===== config.mk =====
export PLATFORM = sky130hd
export DESIGN_NAME = load_writeback_unit
export DESIGN_NICKNAME = d
export VERILOG_FILES = /design/src/rtl/load_writeback_unit.sv
export SDC_FILE = /design/constraint.sdc
export NUM_CORES = 1
export LEC_CHECK = 0
export BUFFER_PORTS_ARGS = -buffer_cell sky130_fd_sc_hd__buf_2
export CAP_MARGIN = 20
export CORE_AREA = 4 4 143 90
export CTS_CLUSTER_DIAMETER = 30
export CTS_CLUSTER_SIZE = 30
export DETAILED_ROUTE_END_ITERATION = 16
export DIE_AREA = 0 0 147 94
export PLACE_DENSITY = 0.84
export SYNTH_ARGS = -nofsm -noshare
export SYNTH_HDL_FRONTEND = slang
export SYNTH_SLANG_ARGS = --single-unit

===== constraint.sdc =====
create_clock -name clk -period 5.2 [get_ports clk]
set_clock_uncertainty 0.1 [all_clocks]
set_input_delay 0.52 -clock clk [delete_from_list [all_inputs] [get_ports clk]]
set_output_delay 0.52 -clock clk [all_outputs]
set_load 0.005 [all_outputs]

===== src/rtl/load_writeback_unit.sv =====
// Memory-stage load handler: issues one word-aligned read at a time, extends the
// returned data, and arbitrates the register-file write port against ALU results.
module load_writeback_unit #(
   parameter int TIMEOUT_CYCLES = 255
) (
   input  logic        clk,
   input  logic        rst_n,
   input  logic        ld_valid,
   output logic        ld_ready,
   input  logic [31:0] ld_addr,
   input  logic [2:0]  ld_funct3,
   input  logic [4:0]  ld_rd,
   input  logic        alu_wb_en,
   input  logic [4:0]  alu_wb_rd,
   input  logic [31:0] alu_wb_data,
   output logic        alu_stall,
   output logic        mem_req,
   output logic [31:0] mem_addr,
   input  logic        mem_ack,
   input  logic [31:0] mem_rdata,
   input  logic        mem_err,
   output logic        write_en_3,
   output logic [4:0]  write_addr_3,
   output logic [31:0] write_data_3,
   output logic        busy_valid,
   output logic [4:0]  busy_rd,
   output logic        load_fault,
   output logic [31:0] fault_addr
);

   typedef enum logic [1:0] {IDLE, REQ, WB} state_t;

   localparam logic [7:0] TIMEOUT_LAST = 8'(TIMEOUT_CYCLES - 1);

   state_t      state_reg, state_next;
   logic [31:0] addr_reg;
   logic [2:0]  funct3_reg;
   logic [4:0]  rd_reg;
   logic [31:0] data_reg;
   logic [7:0]  cnt_reg;
   logic        load_fault_reg;
   logic [31:0] fault_addr_reg;

   logic        accept;
   logic        illegal;
   logic        fault_now;
   logic [31:0] fault_addr_next;
   logic [31:0] ext_data;
   logic [7:0]  byte_lane [4];
   logic [15:0] half_lane [2];
   logic [7:0]  sel_byte;
   logic [15:0] sel_half;

   assign accept = ld_valid & (state_reg == IDLE);

   always_comb begin
      illegal = 1'b0;
      case (ld_funct3)
         3'b000, 3'b100: illegal = 1'b0;
         3'b001, 3'b101: illegal = ld_addr[0];
         3'b010:         illegal = (ld_addr[1:0] != 2'b00);
         default:        illegal = 1'b1;
      endcase
   end

   genvar gi;
   generate
      for (gi = 0; gi < 4; gi++) begin : g_byte
         assign byte_lane[gi] = mem_rdata[8*gi +: 8];
      end
      for (gi = 0; gi < 2; gi++) begin : g_half
         assign half_lane[gi] = mem_rdata[16*gi +: 16];
      end
   endgenerate

   assign sel_byte = byte_lane[addr_reg[1:0]];
   assign sel_half = half_lane[addr_reg[1]];

   always_comb begin
      ext_data = mem_rdata;
      case (funct3_reg)
         3'b000:  ext_data = {{24{sel_byte[7]}}, sel_byte};
         3'b100:  ext_data = {24'd0, sel_byte};
         3'b001:  ext_data = {{16{sel_half[15]}}, sel_half};
         3'b101:  ext_data = {16'd0, sel_half};
         default: ext_data = mem_rdata;
      endcase
   end

   always_comb begin
      state_next      = state_reg;
      fault_now       = 1'b0;
      fault_addr_next = addr_reg;
      case (state_reg)
         IDLE: begin
            fault_addr_next = ld_addr;
            if (accept) begin
               if (illegal) fault_now = 1'b1;
               else         state_next = REQ;
            end
         end
         REQ: begin
            // An ack in the final allowed cycle takes precedence over the timeout.
            if (mem_ack) begin
               if (mem_err) begin
                  fault_now  = 1'b1;
                  state_next = IDLE;
               end else begin
                  state_next = WB;
               end
            end else if (cnt_reg == TIMEOUT_LAST) begin
               fault_now  = 1'b1;
               state_next = IDLE;
            end
         end
         WB:      state_next = IDLE;
         default: state_next = IDLE;
      endcase
   end

   always_ff @(posedge clk) begin
      if (!rst_n) begin
         state_reg      <= IDLE;
         addr_reg       <= 32'd0;
         funct3_reg     <= 3'd0;
         rd_reg         <= 5'd0;
         data_reg       <= 32'd0;
         cnt_reg        <= 8'd0;
         load_fault_reg <= 1'b0;
         fault_addr_reg <= 32'd0;
      end else begin
         state_reg      <= state_next;
         load_fault_reg <= fault_now;
         if (fault_now) fault_addr_reg <= fault_addr_next;
         if (accept) begin
            addr_reg   <= ld_addr;
            funct3_reg <= ld_funct3;
            rd_reg     <= ld_rd;
         end
         if ((state_reg == REQ) && mem_ack && !mem_err) data_reg <= ext_data;
         if ((state_reg == REQ) && !mem_ack) cnt_reg <= cnt_reg + 8'd1;
         else                                cnt_reg <= 8'd0;
      end
   end

   assign ld_ready   = (state_reg == IDLE);
   assign mem_req    = (state_reg == REQ);
   assign mem_addr   = {addr_reg[31:2], 2'b00};
   assign busy_valid = (state_reg == REQ);
   assign busy_rd    = (state_reg == REQ) ? rd_reg : 5'd0;
   assign load_fault = load_fault_reg;
   assign fault_addr = fault_addr_reg;

   // Reset forces the ALU pass-through even if the state register still reads WB.
   always_comb begin
      alu_stall    = 1'b0;
      write_en_3   = alu_wb_en & (alu_wb_rd != 5'd0);
      write_addr_3 = alu_wb_rd;
      write_data_3 = alu_wb_data;
      if ((state_reg == WB) && rst_n) begin
         alu_stall    = alu_wb_en;
         write_en_3   = (rd_reg != 5'd0);
         write_addr_3 = rd_reg;
         write_data_3 = data_reg;
      end
   end

endmodule


==> Flow_metrics.wiki, run 1 <==
{| class="wikitable"
! Metric !! Value
|-
| Outcome || completed
|-
| Initial antenna violation count || 0
|-
| Violation count after the first detailed-routing iteration || 312
|-
| Category of the most critical setup path || reg2out
|-
| Portion of the post-synthesis area used by sequential elements || between 30% and 40%
|-
| Post-cts sizing count || 0
|-
| Chip Height || between 90 and 100 microns
|-
| Critical path endpoint category || primary output
|-
| Area growth from synthesis to layout || 25.6%
|-
| Max_slew headroom || a little under two fifths
|-
| Data arrival time of the critical path || 2.01 ns
|-
| Router iterations before antenna repair || 5
|-
| Synthesized area || 5980 sq um
|-
| Post-synthesis instance total || 689
|-
| H-tree level count || 4
|-
| RD Place Congestion || 0.868
|-
| Critical path startpoint category || flop
|-
| Top achievable clock speed || 381 MHz
|-
| Half-perimeter wire length after detailed placement || 11.6 mm
|-
| Drt drc || 0
|-
| Seq. cell area || ~2300 sq um
|-
| Number of nets at the end of the flow || 972
|-
| Die ar. || approximately 14000 sq um
|-
| Overall power consumption || approximately 2500 uW
|-
| Max rail drop VDD || 0.266 mV
|-
| Worst hold slack || ~0.28 ns
|-
| Distinct cells, synth || 45
|-
| Floorplan core area || 11700 sq um
|-
| Antenna violation net count after detailed routing || 0
|-
| Clk sink count || 115
|-
| Width of the die || 147 microns
|-
| Synthesized area per cell || about 8.7 sq um
|-
| All-layer global routing usage || about a quarter
|-
| Number of global-route vias before repair || 5042
|-
| Cell Pwr Density || 328 nW/um^2
|-
| Top-level port count || 227
|-
| Global-route wire length before repair || 26.0 mm
|-
| Final design utilization || 64.3%
|-
| Transition time of the tightest slew-check pin || 0.932 ns
|-
| Initial standard-cell utilization of the core || between 50% and 60%
|-
| Inserted Diodes || 0
|-
| Number of vias after detailed routing || 5483
|-
| Vias per cell || around 5.3
|-
| Number of hold buffers added after cts || 0
|-
| Flip-flop and latch count after synthesis || 115
|-
| Site Rows || 31
|-
| Number of pins exceeding their max-slew limit in the final report || 0
|-
| Clock buffers created by TritonCTS || 17
|-
| Tmin final || 2.63 ns
|-
| Final worst-path cycle share || 50.5%
|-
| Placement-stage worst setup slack || 2.36 ns
|-
| Yosys warning count || 0
|-
| Clock tree from TritonCTS || yes
|-
| Share of post-route cells with drive strength above 1 || 35.9%
|-
| Multi-input gate area in the final layout || 3170 sq um
|-
| Maximum fanout along the worst path || 40
|-
| Per-cell routed wire length || between 15 and 20 microns
|-
| Critical path required time || 4.58 ns
|-
| Clock-pin slew of the registers on the worst-case setup and hold paths || approximately 0.060 ns
|-
| Pin count of the biggest net entering global routing || 74
|-
| Final count of hold timing violations || 0
|-
| Ys flop type || sky130_fd_sc_hd__dfxtp_1
|-
| Worst setup margin || 2.57 ns
|-
| WL final || 16.5 mm
|-
| Number of setup buffers added after CTS || 0
|-
| Clock latency of the later-clocked register in the worst-skew pair || about 0.40 ns
|-
| Type of the tightest min-delay check || in2reg
|-
| Post-synth EDFFs || 0
|-
| Unrepaired setup endpoints after global routing || false
|-
| Number of setup violations in the final report || 0
|-
| Post-synthesis async set-or-reset flop share || 0%
|-
| Fill cell count || 985
|-
| Max-cap violations || 0
|-
| Aggregate negative setup slack || 0 ns
|-
| Count of buffers inserted at the top-level ports || approximately 220
|-
| Buffers from clock root to sink, at most || 2
|-
| Sum of overflow across all layers after global routing || 0
|-
| Standby leakage power || between 0.003 and 0.004 uW
|-
| Root Driver || sky130_fd_sc_hd__clkbuf_16
|}
[power breakdown]
part,total (uW),switching [uW],internal [uW]
Clock,1170,396,777
Sequential,966,35.6,930
Combinational,321,166,155
[through the flow]
step	instances	area, sq um
after global routing	1033	7510
final	1033	7510
after global placement	1000	6880
after detailed placement	1000	6880
after CTS	1032	7480
after floorplan	690	5980
[worst max-delay path, stage by stage, from the launching register on]
cell	delay [ns]
sky130_fd_sc_hd__dfxtp_1	0.48
sky130_fd_sc_hd__nand3b_1	0.16
sky130_fd_sc_hd__buf_4	0.43
sky130_fd_sc_hd__mux2_2	0.39
sky130_fd_sc_hd__buf_2	0.13
[worst paths after layout]
check / endpoint / start / depth (start not counted) / slack (ns)
max: write_data_3[3] / state_reg[0]$_SDFFE_PN0P_ / 4 / 2.57
min reg2reg: fault_addr[31]$_SDFFE_PN0P_ / fault_addr[31]$_SDFFE_PN0P_ / 2 / 0.36
max reg2reg: data_reg[9]$_SDFFE_PN0P_ / addr_reg[1]$_SDFFE_PN0N_ / 4 / 2.61
min: addr_reg[11]$_SDFFE_PN0N_ / ld_addr[11] / 3 / 0.28
[synth_stat cells (all sizes together), types with 18 or more instances]
master  count  area (sq um)
a21boi     48           360
a21oi      27           143
buf        53           363
clkbuf     34           128
dfxtp     115          2300
mux2       47           529
mux2i      39           390
nand2     144           543
nor2       18          70.1
o211ai     41           308
o21ai      18          90.1
or3        32           200
[cell families after synthesis]
kind of cell	after synthesis	share of synthesized area, %
DFF	115	38.5
xor gates and xnor gates	6	0.879
and+or+nand+nor	242	19.0
buffers and inverters	91	8.46
other	1	0.0627
AOI/OAI and AO/OA	145	16.9
adders and majority gates	2	0.419
muxes	87	15.8
[cells in the final DEF (no fill, tap or decap), types with 3 or more instances in the layout]
| cell | netlist | layout |
|---|---|---|
| sky130_fd_sc_hd__mux2i_1 | 39 | 39 |
| sky130_fd_sc_hd__dfxtp_1 | 115 | 115 |
| sky130_fd_sc_hd__nand2b_1 | 11 | 11 |
| sky130_fd_sc_hd__nand2_1 | 143 | 143 |
| sky130_fd_sc_hd__o221ai_1 | 7 | 7 |
| sky130_fd_sc_hd__nor2_1 | 17 | 17 |
| sky130_fd_sc_hd__buf_2 | 14 | 223 |
| sky130_fd_sc_hd__clkinv_2 | 0 | 3 |
| sky130_fd_sc_hd__o211ai_1 | 41 | 41 |
| sky130_fd_sc_hd__a21oi_1 | 25 | 25 |
| sky130_fd_sc_hd__or3_1 | 32 | 32 |
| sky130_fd_sc_hd__inv_1 | 3 | 3 |
| sky130_fd_sc_hd__buf_4 | 33 | 9 |
| sky130_fd_sc_hd__a21boi_1 | 5 | 5 |
| sky130_fd_sc_hd__clkbuf_1 | 34 | 4 |
| sky130_fd_sc_hd__and2_1 | 8 | 8 |
| sky130_fd_sc_hd__mux2_2 | 42 | 42 |
| sky130_fd_sc_hd__nand3_1 | 4 | 4 |
| sky130_fd_sc_hd__nor2b_1 | 4 | 4 |
| sky130_fd_sc_hd__mux2_1 | 5 | 5 |
| sky130_fd_sc_hd__bufinv_16 | 0 | 3 |
| sky130_fd_sc_hd__a21boi_0 | 43 | 43 |
| sky130_fd_sc_hd__nand3b_1 | 10 | 10 |
| sky130_fd_sc_hd__clkbuf_16 | 0 | 17 |
| sky130_fd_sc_hd__xor2_1 | 5 | 5 |
| sky130_fd_sc_hd__o21ai_0 | 18 | 18 |
[metal layers]
| metal | vias up | part of all wire, % | global-route usage [%] |
|---|---|---|---|
| met1 | 2507 | 47 | 33.7 |
| met3 | 13 | 9.8 | 7.18 |
| met2 | 263 | 42 | 34.2 |
| met4 | 0 | 0.65 | 5.19 |
| li1 | 2700 | - | - |
| met5 | - | 0 | 0 |
[cell type report]
type / instances / share of cell area [%]
tap: 165 / 2.75
inverter: 4 / 0.200
clock inverter: 9 / 1.72
sequential: 115 / 30.7
timing repair buffer: 233 / 16.1
clock buffer: 23 / 6.23
multi-input combinational: 484 / 42.3
No activity file was read; power rests on OpenSTA's default activity.
==> inputs of run 2 (changes only) <==
--- a/config.mk
+++ b/config.mk
@@ -7,12 +7,12 @@
 export LEC_CHECK = 0
 export BUFFER_PORTS_ARGS = -buffer_cell sky130_fd_sc_hd__buf_2
 export CAP_MARGIN = 20
-export CORE_AREA = 4 4 143 90
+export CORE_AREA = 4 4 154 97
 export CTS_CLUSTER_DIAMETER = 30
 export CTS_CLUSTER_SIZE = 30
 export DETAILED_ROUTE_END_ITERATION = 16
-export DIE_AREA = 0 0 147 94
-export PLACE_DENSITY = 0.84
+export DIE_AREA = 0 0 158 101
+export PLACE_DENSITY = 0.76
 export SYNTH_ARGS = -nofsm -noshare
 export SYNTH_HDL_FRONTEND = slang
 export SYNTH_SLANG_ARGS = --single-unit
==> constraint.sdc (replaced) <==
create_clock -name clk -period 2.3 [get_ports clk]
set_clock_uncertainty 0.1 [all_clocks]
set_input_delay 0.23 -clock clk [delete_from_list [all_inputs] [get_ports clk]]
set_output_delay 0.23 -clock clk [all_outputs]
set_load 0.005 [all_outputs]
==> run 2 against run 1 <==
Effect of this change: via count increased by 2.5%; setup slack worse by 2.4 ns; count of clock-buffer cells in the layout is 4 lower; combinational power grew to 2.5 times the previous value; highest routed layer is now met5; critical endpoint is now write_data_3[30]; critical path type unchanged; register-to-register slack worse by 2.2 ns; first-iteration DRC count decreased by 1.6%; non-clock buffer count grew 45.
==> Flow_metrics.wiki, run 2 (synthesized netlist as in run 1, its figures left out) <==
{| class="wikitable"
! Metric !! Value
|-
| Top-level port count || 227
|-
| Count of buffers inserted at the top-level ports || about 220
|-
| Site Rows || 33
|-
| Global-route wire length before repair || 28.0 mm
|-
| Path depth of the worst reg2reg path || 4
|-
| Sum of overflow across all layers after global routing || 0
|-
| Worst reg2reg path startpoint || addr_reg[1]$_SDFFE_PN0N_
|-
| Number of global-route vias before repair || 5464
|-
| Max incr delay on CP || 0.43 ns
|-
| Root Driver || sky130_fd_sc_hd__clkbuf_16
|-
| Initial antenna violation count || 3
|-
| Number of hold buffers added after cts || 37
|-
| RD Place Congestion || 0.896
|-
| All-layer global routing usage || between 20% and 30%
|-
| Fill cell count || 1181
|-
| Critical path required time || roughly 2.0 ns
|-
| Launch point of the critical path || state_reg[0]$_SDFFE_PN0P_
|-
| Standby leakage power || approximately 0.0036 uW
|-
| Number of pins exceeding their max-slew limit in the final report || 0
|-
| Crit-path cells || nand3b_1 -> buf_12 -> mux2_2 -> buf_2
|-
| Violation count after the first detailed-routing iteration || 307
|-
| Max rail drop VDD || 0.465 mV
|-
| Chip Height || 101 microns
|-
| Last element of the critical path || write_data_3[30]
|-
| Die ar. || 16000 sq um
|-
| Clock-pin slew of the registers on the worst-case setup and hold paths || around 0.060 ns
|-
| Seq. cell area || 2300 sq um
|-
| Leading cell type in the layout, fill and taps excluded || sky130_fd_sc_hd__buf_2
|-
| Final worst-path cycle share || 91.8%
|-
| Number of vias after detailed routing || 5619
|-
| Type of the tightest min-delay check || in2reg
|-
| Pin count of the biggest net entering global routing || 141
|-
| Final design utilization || between 50% and 60%
|-
| Max-cap violations || 0
|-
| Cell Pwr Density || just under 700 nW/um^2
|-
| Buffers from clock root to sink, at most || 2
|-
| Max_slew headroom || between 50% and 60%
|-
| Clock buffers created by TritonCTS || 17
|-
| Multi-input gate area in the final layout || around 3200 sq um
|-
| Area growth from synthesis to layout || 32.6%
|-
| Category of the most critical setup path || reg2out
|-
| Placed cell areas || 7010 sq um
|-
| Number of setup violations in the final report || 0
|-
| Post-cts sizing count || 0
|-
| Data arrival time of the critical path || 1.78 ns
|-
| Vias per cell || 5.17
|-
| Transition time of the tightest slew-check pin || 0.606 ns
|-
| Final count of hold timing violations || 0
|-
| Outcome || completed
|-
| Worst setup slack for register-to-register paths || 0.39 ns
|-
| Width of the die || 158 microns
|-
| Capturing point of the worst reg2reg path || data_reg[12]$_SDFFE_PN0P_
|-
| Slowest stage cell on the critical path || sky130_fd_sc_hd__dfxtp_1
|-
| Clock tree from TritonCTS || yes
|-
| Summed area of non-filler cells in the final layout || between 7000 and 8000 sq um
|-
| Aggregate negative setup slack || 0 ns
|-
| Number of nets at the end of the flow || between 1000 and 1500
|-
| Half-perimeter wire length after detailed placement || 12.6 mm
|-
| Tmin final || 2.11 ns
|-
| Clock latency of the later-clocked register in the worst-skew pair || 0.40 ns
|-
| Drt drc || 0
|-
| Floorplan core area || around 13000 sq um
|-
| Unrepaired setup endpoints after global routing || false
|-
| Share of post-route cells with drive strength above 1 || 35.5%
|-
| Top achievable clock speed || between 400 and 500 MHz
|-
| Critical path startpoint category || flop
|-
| WL final || 18.0 mm
|-
| Leading cell types in the layout, fill and taps excluded || 223 x sky130_fd_sc_hd__buf_2, 143 x sky130_fd_sc_hd__nand2_1, 115 x sky130_fd_sc_hd__dfxtp_1, 43 x sky130_fd_sc_hd__a21boi_0, 42 x sky130_fd_sc_hd__mux2_2
|-
| Initial standard-cell utilization of the core || 44.6%
|-
| H-tree level count || 4
|-
| Maximum fanout along the worst path || 40
|-
| Per-cell routed wire length || 16.6 microns
|-
| Router iterations before antenna repair || 5
|-
| Clk sink count || 115
|-
| Worst hold start || ld_rd[3]
|-
| Antenna violation net count after detailed routing || 0
|-
| Critical path endpoint category || primary output
|-
| Number of setup buffers added after CTS || 0
|}
run 2: cell count changes in the layout (fill, tap and decap cells not counted), moves of 2 or more:
cell / previous run / this run
sky130_fd_sc_hd__buf_4: 9 / 14
sky130_fd_sc_hd__clkbuf_1: 4 / 0
sky130_fd_sc_hd__buf_12: 0 / 4
sky130_fd_sc_hd__clkinv_2: 3 / 7
sky130_fd_sc_hd__bufinv_16: 3 / 1
sky130_fd_sc_hd__dlygate4sd3_1: 0 / 37
run 2: per-stage QoR:
stage	instances	power [uW]	worst slack, ns	hold WS (ns)
floorplan	690	2670	0.660	0.275
global placement	1019	2960	0.513	0.343
detailed placement	1019	2980	0.438	0.349
CTS	1086	5470	0.172	0.00300
global route	1087	5650	0.0891	0.0193
finish	1087	5410	0.188	0.00756
run 2: per-layer routing:
layer,up-vias,wire length [microns],global-route usage (%)
met5,-,27,0
met4,4,242,6.55
met3,23,1390,5.53
met2,218,7520,33.4
met1,2587,8850,31.8
li1,2787,-,-
run 2: where the power goes:
group          internal, uW  switching, uW  leakage (uW)
clock network          1520            912      0.000270
registers              2100           70.2      0.000939
logic                   408            406       0.00237
run 2: critical path, delay by kind of cell (launching register included):
| kind | cells | cell delay (ns) |
|---|---|---|
| flops | 1 | 0.43 |
| buf+inv | 2 | 0.37 |
| mux | 1 | 0.37 |
| simple gates | 1 | 0.19 |
run 2: final cells by class:
cell class	instances	share of cell area (%)
Clock inverter	11	1.12
Antenna cell	1	0.0316
Inverter	4	0.189
Multi-Input combinational cell	484	40.1
Clock buffer	19	5.71
Timing Repair Buffer	278	21.1
Tap cell	175	2.76
Sequential cell	115	29.0
run 2: worst min-delay path by stage:
stage | endpoint | slack (ns) | cells past startpoint
finish | rd_reg[3]$_SDFFE_PN0N_ | 0.008 | 3
global route | addr_reg[31]$_SDFFE_PN0N_ | 0.02 | 3
CTS | addr_reg[15]$_SDFFE_PN0N_ | 0.003 | 3
detailed placement | fault_addr[3]$_SDFFE_PN0P_ | 0.35 | 2
global placement | fault_addr[25]$_SDFFE_PN0P_ | 0.34 | 2
floorplan | addr_reg[26]$_SDFFE_PN0N_ | 0.27 | 2
==> inputs of run 3 (changes only) <==
--- a/config.mk
+++ b/config.mk
@@ -7,12 +7,12 @@
 export LEC_CHECK = 0
 export BUFFER_PORTS_ARGS = -buffer_cell sky130_fd_sc_hd__buf_2
 export CAP_MARGIN = 20
-export CORE_AREA = 4 4 154 97
+export CORE_AREA = 4 4 143 90
 export CTS_CLUSTER_DIAMETER = 30
 export CTS_CLUSTER_SIZE = 30
 export DETAILED_ROUTE_END_ITERATION = 16
-export DIE_AREA = 0 0 158 101
-export PLACE_DENSITY = 0.76
+export DIE_AREA = 0 0 147 94
+export PLACE_DENSITY = 0.84
 export SYNTH_ARGS = -nofsm -noshare
 export SYNTH_HDL_FRONTEND = slang
 export SYNTH_SLANG_ARGS = --single-unit
==> constraint.sdc (replaced) <==
create_clock -name clk -period 2.6 [get_ports clk]
set_clock_uncertainty 0.1 [all_clocks]
set_input_delay 0.26 -clock clk [delete_from_list [all_inputs] [get_ports clk]]
set_output_delay 0.26 -clock clk [all_outputs]
set_load 0.005 [all_outputs]
==> run 3 against run 2 <==
Effect of this change: wire length shrank 9.9%; power shrank 6.3%; die area fell by 13%; sequential share of layout area up 1.3 points; cell count shrank 4.7%; non-clock buffer count down 40; global-route usage is 0.86 points higher; critical path type unchanged.
==> Flow_metrics.wiki, run 3 (synthesized netlist as in run 1, its figures left out) <==
{| class="wikitable"
! Metric !! Value
|-
| Seq. cell area || between 2000 and 2500 sq um
|-
| Max_slew headroom || 47.4%
|-
| Last element of the critical path || write_data_3[27]
|-
| Standby leakage power || 0.00344 uW
|-
| Top achievable clock speed || a little over 400 MHz
|-
| Drt drc || 0
|-
| Clk sink count || roughly 120
|-
| Worst setup slack for register-to-register paths || 0.61 ns
|-
| Inserted Diodes || 0
|-
| Clock-pin slew of the registers on the worst-case setup and hold paths || 0.05 ns
|-
| Transition time of the tightest slew-check pin || just under 0.8 ns
|-
| Outcome || completed
|-
| Clock latency of the later-clocked register in the worst-skew pair || 0.40 ns
|-
| Capturing point of the worst reg2reg path || data_reg[13]$_SDFFE_PN0P_
|-
| Switching fraction of total power || 23.2%
|-
| Placement-stage worst setup slack || between 0.6 and 0.7 ns
|-
| Unrepaired setup endpoints after global routing || false
|-
| Sequential fraction of design power || 38.0%
|-
| Critical path startpoint category || flop
|-
| Slowest stage cell on the critical path || sky130_fd_sc_hd__dfxtp_1
|-
| Cell Pwr Density || 668 nW/um^2
|-
| Multi-input gate area in the final layout || around 3200 sq um
|-
| Width of the die || 147 microns
|-
| Worst hold start || ld_addr[22]
|-
| Critical path endpoint category || primary output
|-
| All-layer global routing usage || 23.2%
|-
| Number of setup violations in the final report || 0
|-
| Antenna violation net count after detailed routing || 0
|-
| Die ar. || 13800 sq um
|-
| Leading cell type in the layout, fill and taps excluded || sky130_fd_sc_hd__buf_2
|-
| Relative contribution of combinational cells to total power || 12.9%
|-
| Root Driver || sky130_fd_sc_hd__clkbuf_16
|-
| Number of global-route vias before repair || 5078
|-
| Clock tree from TritonCTS || yes
|-
| Floorplan core area || between 10000 and 15000 sq um
|-
| Violation count after the first detailed-routing iteration || 333
|-
| Non-filler cells, final || 1036
|-
| Worst setup margin || 0.175 ns
|-
| Sum of overflow across all layers after global routing || 0
|-
| Launch point of the critical path || state_reg[0]$_SDFFE_PN0P_
|-
| Share of post-route cells with drive strength above 1 || 36.6%
|-
| Switching power total || 1180 uW
|-
| Internal || 3900 uW
|-
| Type of the tightest min-delay check || in2reg
|-
| Number of pins exceeding their max-slew limit in the final report || 0
|-
| Top-level port count || 227
|-
| Tmin final || 2.43 ns
|-
| Clock buffers created by TritonCTS || 17
|-
| Site Rows || 31
|-
| Buffers from clock root to sink, at most || 2
|-
| Worst reg2reg path startpoint || state_reg[0]$_SDFFE_PN0P_
|-
| RD Place Congestion || 0.886
|-
| Global-route wire length before repair || 25.8 mm
|-
| Fill cell count || 976
|-
| Number of nets at the end of the flow || 977
|-
| Initial antenna violation count || 0
|-
| Aggregate negative setup slack || 0 ns
|-
| Share of power burned in the clock network || 49.2%
|-
| Router iterations before antenna repair || 4
|-
| Data arrival time of the critical path || 2.07 ns
|-
| Category of the most critical setup path || reg2out
|-
| Count of buffers inserted at the top-level ports || 224
|-
| Chip Height || approximately 94 microns
|-
| Per-cell routed wire length || between 15 and 20 microns
|-
| Path depth of the worst reg2reg path || 5
|-
| Area growth from synthesis to layout || 27.0%
|-
| Vias per cell || between 5 and 6
|-
| Final worst-path cycle share || 93.3%
|-
| Max-cap violations || 0
|-
| Cell count after placement || 1006
|-
| Number of vias after detailed routing || 5495
|-
| H-tree level count || 4
|-
| Max rail drop VDD || 0.430 mV
|-
| Final count of hold timing violations || 0
|-
| Half-perimeter wire length after detailed placement || 11.6 mm
|-
| Post-cts sizing count || 0
|-
| Pin count of the biggest net entering global routing || 90
|-
| Number of hold buffers added after cts || 0
|-
| Leading cell types in the layout, fill and taps excluded || 223 x sky130_fd_sc_hd__buf_2, 143 x sky130_fd_sc_hd__nand2_1, 115 x sky130_fd_sc_hd__dfxtp_1, 43 x sky130_fd_sc_hd__a21boi_0, 42 x sky130_fd_sc_hd__mux2_2
|-
| Maximum fanout along the worst path || 40
|-
| Max incr delay on CP || 0.51 ns
|-
| Initial standard-cell utilization of the core || between 50% and 60%
|-
| Critical path required time || ~2.2 ns
|-
| Number of setup buffers added after CTS || 0
|-
| Crit-path cells || nand3b_1 -> buf_4 -> mux2_2 -> buf_2
|-
| WL final || between 15 and 20 mm
|}
## run 3: final cells by class
cell class,instances,share of cell area (%)
clock buffers,22,6.51
clock inverters,8,1.96
inverters,4,0.198
multi-input cells,484,41.8
well taps,165,2.72
repair buffers,238,16.5
flip-flops and latches,115,30.3
## run 3: metrics by stage
stage	area (sq um)	hold WS [ns]	total power, uW	utilization (%)
2_1_floorplan	5980	0.305	2360	-
3_3_place_gp	6950	0.343	2600	59.5
3_5_place_dp	6950	0.348	2610	59.5
4_1_cts	7590	0.00232	5130	65.1
5_1_grt	7590	0.00462	5300	65.1
6_report	7590	0.0180	5080	65.1
## run 3: critical path: cells and delay by family, from the launching register on
kind | cells | cell delay (ns)
muxes | 1 | 0.41
DFF | 1 | 0.51
and+or+nand+nor | 1 | 0.16
buffers and inverters | 2 | 0.57
## run 3: how the worst min path moves through the flow
stage,end,slack [ns],depth (start not counted)
floorplan,addr_reg[26]$_SDFFE_PN0N_,0.30,2
global placement,fault_addr[25]$_SDFFE_PN0P_,0.34,2
detailed placement,fault_addr[5]$_SDFFE_PN0P_,0.35,2
CTS,addr_reg[22]$_SDFFE_PN0N_,0.002,3
global route,addr_reg[19]$_SDFFE_PN0N_,0.005,3
finish,addr_reg[22]$_SDFFE_PN0N_,0.02,3
## run 3: metal layers
layer / wire length [microns] / global-route usage (%)
met1: 7520 / 32.9
met2: 6960 / 34.3
met3: 1660 / 7.96
met4: 107 / 4.42
met5: 0 / 0
## run 3: power by group through the flow
stage	sequential (uW)	combinational, uW	clock (uW)
final	1930	653	2500
after global routing	1940	722	2640
after CTS	1930	655	2550
after detailed placement	1960	652	0
after global placement	1960	643	0
after floorplan	1950	414	0
